--- config.mk ---
export PLATFORM = sky130hd
export DESIGN_NAME = pdm_audio_tx
export DESIGN_NICKNAME = d
export VERILOG_FILES = /design/src/rtl/pdm_audio_pkg.sv /design/src/rtl/pdm_sd_mod.sv /design/src/rtl/pdm_audio_tx.sv
export SDC_FILE = /design/constraint.sdc
export NUM_CORES = 1
export LEC_CHECK = 0
export CORE_MARGIN = 5
export CORE_UTILIZATION = 52
export CTS_CLUSTER_DIAMETER = 100
export DETAILED_ROUTE_END_ITERATION = 8
export GPL_TIMING_DRIVEN = 1
export PLACE_DENSITY_LB_ADDON = 0.2
export SLEW_MARGIN = 15
export SYNTH_ARGS = -nofsm -noshare
export SYNTH_HDL_FRONTEND = slang
export SYNTH_SLANG_ARGS = --single-unit
export TNS_END_PERCENT = 5
--- constraint.sdc ---
create_clock -name clk_2MHz -period 2.5 [get_ports clk_2MHz]
set_clock_uncertainty 0.15 [all_clocks]
set_input_delay 0.375 -clock clk_2MHz [delete_from_list [all_inputs] [get_ports clk_2MHz]]
set_output_delay 0.375 -clock clk_2MHz [all_outputs]
set_load 0.05 [all_outputs]
--- src/rtl/pdm_audio_pkg.sv ---
// rtl/pdm_audio_pkg.sv - shared widths, frame length and transmitter state encoding
package pdm_audio_pkg;

    localparam int SAMPLE_W  = 16;
    localparam int FRAME_LEN = 16;

    typedef enum logic [1:0] {
        IDLE  = 2'd0,
        PRIME = 2'd1,
        RUN   = 2'd2
    } state_t;

endpackage

--- src/rtl/pdm_sd_mod.sv ---
// rtl/pdm_sd_mod.sv - first-order accumulator modulator; the carry out is the PDM bit
module pdm_sd_mod #(
    parameter int W = pdm_audio_pkg::SAMPLE_W
) (
    input  logic         clk,
    input  logic         rst,
    input  logic         i_clear,
    input  logic         i_step,
    input  logic [W-1:0] i_sample,
    output logic         o_carry
);

    logic [W-1:0] r_acc;
    logic [W:0]   w_sum;

    // The sum wraps modulo 2^W; only the carry leaves this block.
    assign w_sum   = {1'b0, r_acc} + {1'b0, i_sample};
    assign o_carry = w_sum[W];

    always_ff @(posedge clk or posedge rst) begin
        if (rst) begin
            r_acc <= '0;
        end else if (i_clear) begin
            r_acc <= '0;
        end else if (i_step) begin
            r_acc <= w_sum[W-1:0];
        end
    end

endmodule

--- src/rtl/pdm_audio_tx.sv ---
// rtl/pdm_audio_tx.sv - buffered PDM audio transmitter with frame-aligned sample reload
module pdm_audio_tx #(
    parameter int SAMPLE_W  = pdm_audio_pkg::SAMPLE_W,
    parameter int FRAME_LEN = pdm_audio_pkg::FRAME_LEN
) (
    input  logic                clk_2MHz,
    input  logic                btnRST,
    input  logic                en,
    input  logic [SAMPLE_W-1:0] audDATA,
    input  logic                aud_valid,
    output logic                aud_ready,
    output logic                audPWM,
    output logic                audSD,
    output logic                underrun
);
    import pdm_audio_pkg::*;

    localparam int CNT_W = (FRAME_LEN > 1) ? $clog2(FRAME_LEN) : 1;
    localparam logic [CNT_W-1:0] CNT_MAX = CNT_W'(FRAME_LEN - 1);

    state_t              r_state;
    logic [SAMPLE_W-1:0] r_buf;
    logic                r_buf_full;
    logic [SAMPLE_W-1:0] r_cur;
    logic [CNT_W-1:0]    r_cnt;
    logic                r_ready;
    logic                r_pwm;
    logic                r_sd;
    logic                r_underrun;

    logic w_boundary;
    logic w_accept;
    logic w_take;
    logic w_buf_full_next;
    logic w_clear;
    logic w_step;
    logic w_carry;

    always_comb begin
        w_boundary      = (r_state == RUN) && (r_cnt == '0);
        w_accept        = aud_valid && r_ready;
        // A stop request at the boundary suppresses the reload.
        w_take          = r_buf_full && en &&
                          ((r_state == PRIME) || w_boundary);
        w_buf_full_next = w_accept || (r_buf_full && !w_take);
        w_clear         = (r_state != RUN) || (w_boundary && !en);
        w_step          = (r_state == RUN);
    end

    pdm_sd_mod #(
        .W (SAMPLE_W)
    ) u_sd_mod (
        .clk      (clk_2MHz),
        .rst      (btnRST),
        .i_clear  (w_clear),
        .i_step   (w_step),
        .i_sample (r_cur),
        .o_carry  (w_carry)
    );

    always_ff @(posedge clk_2MHz or posedge btnRST) begin
        if (btnRST) begin
            r_state    <= IDLE;
            r_buf      <= '0;
            r_buf_full <= 1'b0;
            r_cur      <= '0;
            r_cnt      <= CNT_MAX;
            r_ready    <= 1'b0;
            r_pwm      <= 1'b0;
            r_sd       <= 1'b0;
            r_underrun <= 1'b0;
        end else begin
            r_buf_full <= w_buf_full_next;
            r_ready    <= !w_buf_full_next;
            r_underrun <= 1'b0;
            if (w_accept) begin
                r_buf <= audDATA;
            end
            if (w_take) begin
                r_cur <= r_buf;
            end

            case (r_state)
                IDLE: begin
                    r_cnt <= CNT_MAX;
                    r_pwm <= 1'b0;
                    r_sd  <= 1'b0;
                    if (en) begin
                        r_state <= PRIME;
                    end
                end
                PRIME: begin
                    r_cnt <= CNT_MAX;
                    r_pwm <= 1'b0;
                    if (!en) begin
                        r_state <= IDLE;
                        r_sd    <= 1'b0;
                    end else if (r_buf_full) begin
                        r_state <= RUN;
                        r_sd    <= 1'b1;
                    end
                end
                RUN: begin
                    r_pwm <= w_carry;
                    if (w_boundary) begin
                        r_cnt <= CNT_MAX;
                        if (!en) begin
                            r_state <= IDLE;
                            r_sd    <= 1'b0;
                            r_pwm   <= 1'b0;
                        end else if (!r_buf_full) begin
                            // Sample is repeated; a same-cycle accept waits for the next boundary.
                            r_underrun <= 1'b1;
                        end
                    end else begin
                        r_cnt <= r_cnt - CNT_W'(1);
                    end
                end
                default: begin
                    r_state <= IDLE;
                    r_sd    <= 1'b0;
                    r_pwm   <= 1'b0;
                end
            endcase
        end
    end

    assign aud_ready = r_ready;
    assign audPWM    = r_pwm;
    assign audSD     = r_sd;
    assign underrun  = r_underrun;

endmodule

==> Word-level counts from Yosys, hierarchy flattened <==
Cells that the tools add are included.
{ "classes": {"n_mux": 22, "eq_ne": 7, "reduce_logical": 19, "n_addsub": 2} }
{ "op_table": {"columns": ["operator", "count"], "rows": [
  ["two-way mux 16 bit", 2],
  ["adder 16 x 16 -> 17 bit", 1],
  ["two-way mux 1 bit", 11],
  ["two-way mux 2 bit", 5],
  ["inequality test 2 bit, second input constant", 4],
  ["case mux 4 bit (2 select lines)", 1],
  ["logical AND 1 bit", 6],
  ["case mux 2 bit (3 select lines)", 1],
  ["logical NOT 4 bit", 1],
  ["two-way mux 4 bit", 1],
  ["AND reduction 4 bit", 1],
  ["nonzero test 2 bit", 2],
  ["subtractor 4 x 1 -> 4 bit, second input constant", 1],
  ["logical NOT 1 bit", 3],
  ["logical OR 1 bit", 3],
  ["inequality test 3 bit, second input constant", 1],
  ["AND reduction 3 bit", 1],
  ["== test 2 x 1 -> 1 bit, second input constant", 1],
  ["== test 2 bit, second input constant", 1],
  ["logical NOT 2 bit", 1],
  ["case mux 1 bit (2 select lines)", 1],
  ["OR reduction 2 bit", 1]
]} }
{ "totals": {"output_inout_bits": 4, "word_cells": 60, "reg_bits": 59} }

==> Longest topological paths before layout <==
Gate-level depths: netlist (run 1).
{ "depth": {"ltp_word": 8, "ltp_mapped": 8} }

==> Hierarchy <==
A second synthesis (run 1) with hierarchy kept.
{ "hier_totals": {"cells_unflattened": 282, "area_unflattened_um2": 3243.1} }
{ "by_module_without_submodules": {"columns": ["mod", "area_each_um2", "cells_per_inst", "n_inst"], "rows": [
  ["pdm_audio_tx", 1784.2, 124, 1],
  ["pdm_sd_mod", 1458.9, 158, 1]
]} }

==> Worst setup path after synthesis (run 1) <==
OpenSTA, ideal clock, no wires.
{ "synth_timing": {"path_type": "register -> register", "start": "register r_cur[0]", "end": "register u_sd_mod.r_acc[14]", "required_time_ns": 2.219, "t_arrival_ns": 2.123, "setup_time_ns": 0.131, "synth_period_minus_slack_ns": 2.404, "stages_incl_launch_ff": 8, "path_slack_ns": 0.096, "n_path_buf": 0, "path_cell_list": "dfrtp_1 ha_1 fa_1 a21o_1 a221o_1 a31oi_4 nor4_1 or3_1"} }
{ "synth_between": {"elab_chain_cells": 3} }
{ "synth_lines": {"columns": ["item", "line", "rtl"], "rows": [
  ["start: declaration", "pdm_audio_tx.sv:24", "logic [SAMPLE_W-1:0] r_cur;"],
  ["start signal: assignment", "pdm_audio_tx.sv:80", "r_cur <= r_buf;"],
  ["adder 16 x 16 -> 17 bit", "pdm_sd_mod.sv:17", "assign w_sum = {1'b0, r_acc} + {1'b0, i_sample};"],
  ["two-way mux 16 bit", "pdm_sd_mod.sv:25", "end else if (i_step) begin"],
  ["two-way mux 16 bit", "pdm_sd_mod.sv:23", "end else if (i_clear) begin"],
  ["end signal: assignment", "pdm_sd_mod.sv:26", "r_acc <= w_sum[W-1:0];"],
  ["end: declaration", "pdm_sd_mod.sv:13", "logic [W-1:0] r_acc;"]
]} }
Every way passes these cells. The select of a mux whose other input is x is not followed.
A chain may end at the register's enable or synchronous reset.

==> Worst setup path after layout (run 1) <==
Same ends and word-level chain as after synthesis.

==> results of run 1 <==
[synthesized netlist by cell type, drive strengths merged (3+ instances only)]
cell / instances / area share (%)
a21boi: 4 / 1.0
a21o: 4 / 1.0
a21oi: 17 / 2.8
a31oi: 3 / 1.1
and2: 3 / 0.63
and3: 7 / 1.5
dfrtp: 55 / 46
dfstp: 4 / 3.5
ha: 18 / 7.5
inv: 7 / 0.88
mux2: 32 / 13
mux2i: 3 / 1.0
nand2: 18 / 2.3
nand2b: 3 / 0.88
nand3: 8 / 1.8
nor2: 12 / 1.5
nor2b: 3 / 0.63
nor3: 8 / 1.3
nor3b: 3 / 0.75
o21a: 6 / 1.8
o21ai: 9 / 1.6
xor2: 3 / 0.88
[routing by layer]
metal	up-vias	track usage (%)
met5	-	0
met3	8	5.48
met4	0	7.34
li1	998	-
met1	989	19.9
met2	27	25.4
[cell families (layout without fill, tap and decap cells)]
logic type,count (synthesis),count (layout)
compound gates,55,55
fa+ha+maj,19,19
xor+xnor,5,5
flops,59,59
buf+inv,10,52
mux,35,35
simple gates,70,70
[placed cells by master, fill, tap and decap left out, drive strengths merged, types with 2 or more instances in the layout]
cell / netlist / layout
a21boi: 4 / 4
nor3: 8 / 8
nand3: 8 / 8
a21o: 4 / 4
o211ai: 2 / 2
dfstp: 4 / 4
nand2: 18 / 18
buf: 1 / 6
and2: 3 / 3
nor2: 12 / 12
nor3b: 3 / 3
clkinv: 0 / 2
xor2: 3 / 3
dfrtp: 55 / 55
nand2b: 3 / 3
ha: 18 / 18
and3: 7 / 7
o21ai: 9 / 9
mux2i: 3 / 3
o21a: 6 / 6
xnor2: 2 / 2
clkbuf: 2 / 14
clkdlybuf4s50: 0 / 23
nor2b: 3 / 3
a21oi: 17 / 17
inv: 7 / 7
a31oi: 3 / 3
mux2: 32 / 32
[final timing paths]
path                                      endpoint  slack, ps  depth (start not counted)
worst max-delay path            u_sd_mod.r_acc[14]         80                          7
max in group asynchronous                 r_cnt[0]       1650                          3
worst max register to register  u_sd_mod.r_acc[14]         80                          7
worst min-delay path                     r_cur[15]        270                          3
worst min register to register           r_cur[10]        350                          1
min in group clk_2MHz                    r_cur[10]        350                          1
[final cells by class]
type                    count  share of cell area (%)
well taps                  72                    2.54
multi-input cells         184                    41.6
repair buffers             29                    8.47
clock inverters             2                   0.282
flip-flops and latches     59                    41.8
inverters                   7                   0.741
clock buffers              14                    4.59
[repair_timing]
action / 4_1_cts / 5_1_grt
endpoints found under the hold margin: 0 / 0
setup buffers: 0 / 1
endpoints found under the setup margin: 0 / 2
resized for setup: 0 / 1
[critical path, stage by stage, from the launching register on]
cell and delay [ps]:
dfrtp_1 380, ha_1 230, fa_2 350, a21o_1 180
a221o_1 350, a31oi_4 240, nor4_1 60, or3_1 370
[state kept, by name, summed over array words and instances (netlist names)]
signal	flops
underrun	1
r_state	2
r_cur	16
r_buf	16
r_buf_full	1
aud_ready	1
u_sd_mod.r_acc	16
audSD	1
audPWM	1
r_cnt	4
[power breakdown]
part	total (mW)	switching, mW	internal [mW]
Combinational	1.75	0.874	0.873
Sequential	1.59	0.235	1.35
Clock	0.753	0.342	0.412
Total	4.09	1.45	2.64
==> reports/results.tsv, run 1 <==
metric	value	unit
status	complete, no violations	
maximum vdd drop	0.000623	V
clock latency on the worst-skew pair	330	ps
first-pass GRT wire length	9160	um
multiplexer share of the synthesized area	14.3	%
clk buf depth	2	
pwr/cell area	1150	nW/um^2
Crit Path Max Fanout	5	
die area	7390	um^2
Post-synth EDFFs	0	
Final Instance Area	3550	um^2
startpoint types	register	
Iteration-0 DRC Markers	72	
f_max	413	MHz
adder and majority cell fraction of the synthesized area	8.17	%
Unique masters post-synth	49	
TNS Setup	0	ps
DIE HEIGHT	86.0	um
Syn Nets	292	
Slew @ Worst Pin	495	ps
post-placement setup slack	49.5	ps
post-layout min period	2420	ps
Mapped Cells	253	
Clock transition at path regs	60	ps
routed wire length	5270	um
# diodes	0	
Die Wd	86.0	um
maximum number of pins on one net before global-route repair	60	
hold_ws	269	ps
Post-synth top flop	dfrtp_1	
nets@finish	329	
Final WS setup	80.7	ps
row cnt	27	
Leak	1.67	nW
met3 wire len	209	um
CTS tree	built	
# setup viols final	0	
Filler Cell Count	453	
first drt pass iteration count	4	
crit path launch	r_cur[0]	
largest family of logic cells by synthesized area	multiplexers	
antenna violations before repair	0	
CP required	2560	ps
async set-reset flop share out of synthesis	100	%
Slew Limit Headroom	66.9	%
hold_buf cts	0	
Vias	2022	
Finished Core Util	63.6	%
Tot GR Track Use	16.1	%
Met1 Wirelength	2460	um
Area Growth Syn to Fin	18.2	%
gr ovfl total	0	
Synth Area in Compound Gates	12.8	%
sequential share of the synthesized area	49.4	%
ANT nets after route	0	
overall power	4.09	mW
vias in the first global route	1997	
Synth Register Bits	59	
synth warn	0	
fin crit share	96.8	%
fin. max-slew vios	0	
CP endpoint kind	register	
MaxCap Viol Count	0	
metal2 WL	2510	um
vias per cell	5.51	
Multi-input gate area	1480	um^2
core box area	5570	um^2
Layout Cells excl Fill	367	
register area	1480	um^2
Worst Hold Class	in -> async	
Cell Area, Placed	3360	um^2
synthesized area per cell	11.9	um^2
Top Metal Used	met4	
placed insts	350	
DP Wirelength	3810	um
CTS H-tree depth	3	
Initial Utilization	53.8	%
Final Hold Viols	0	
io pins	24	
Post-Synth Simple-Gate Area	12.4	%
Residual DRC	0	
fraction of layout cells with a size suffix above 1	21.4	%
worst setup path class	reg -> reg	
RSZ-0062 raised after global routing	false	
clk root buf	clkbuf_8	
worst r2r src	r_cur[0]	
final RePlAce weighted congestion	0.837	
Avg WL per Cell	14.4	um
TritonCTS Buffers	9	
post-synthesis xor/xnor area fraction	1.46	%
crit path DAT	2480	ps
area of the mapped netlist	3000	um^2
Port Buffer Count	23	
Sink Count	59	
Note: power is estimated with default switching activity, not from simulation.
==> inputs of run 2 (changes only) <==
- CTS_CLUSTER_DIAMETER: 100 -> not set
==> results of run 2 <==
Final layout, timing and power as in run 1 (identical DEF).
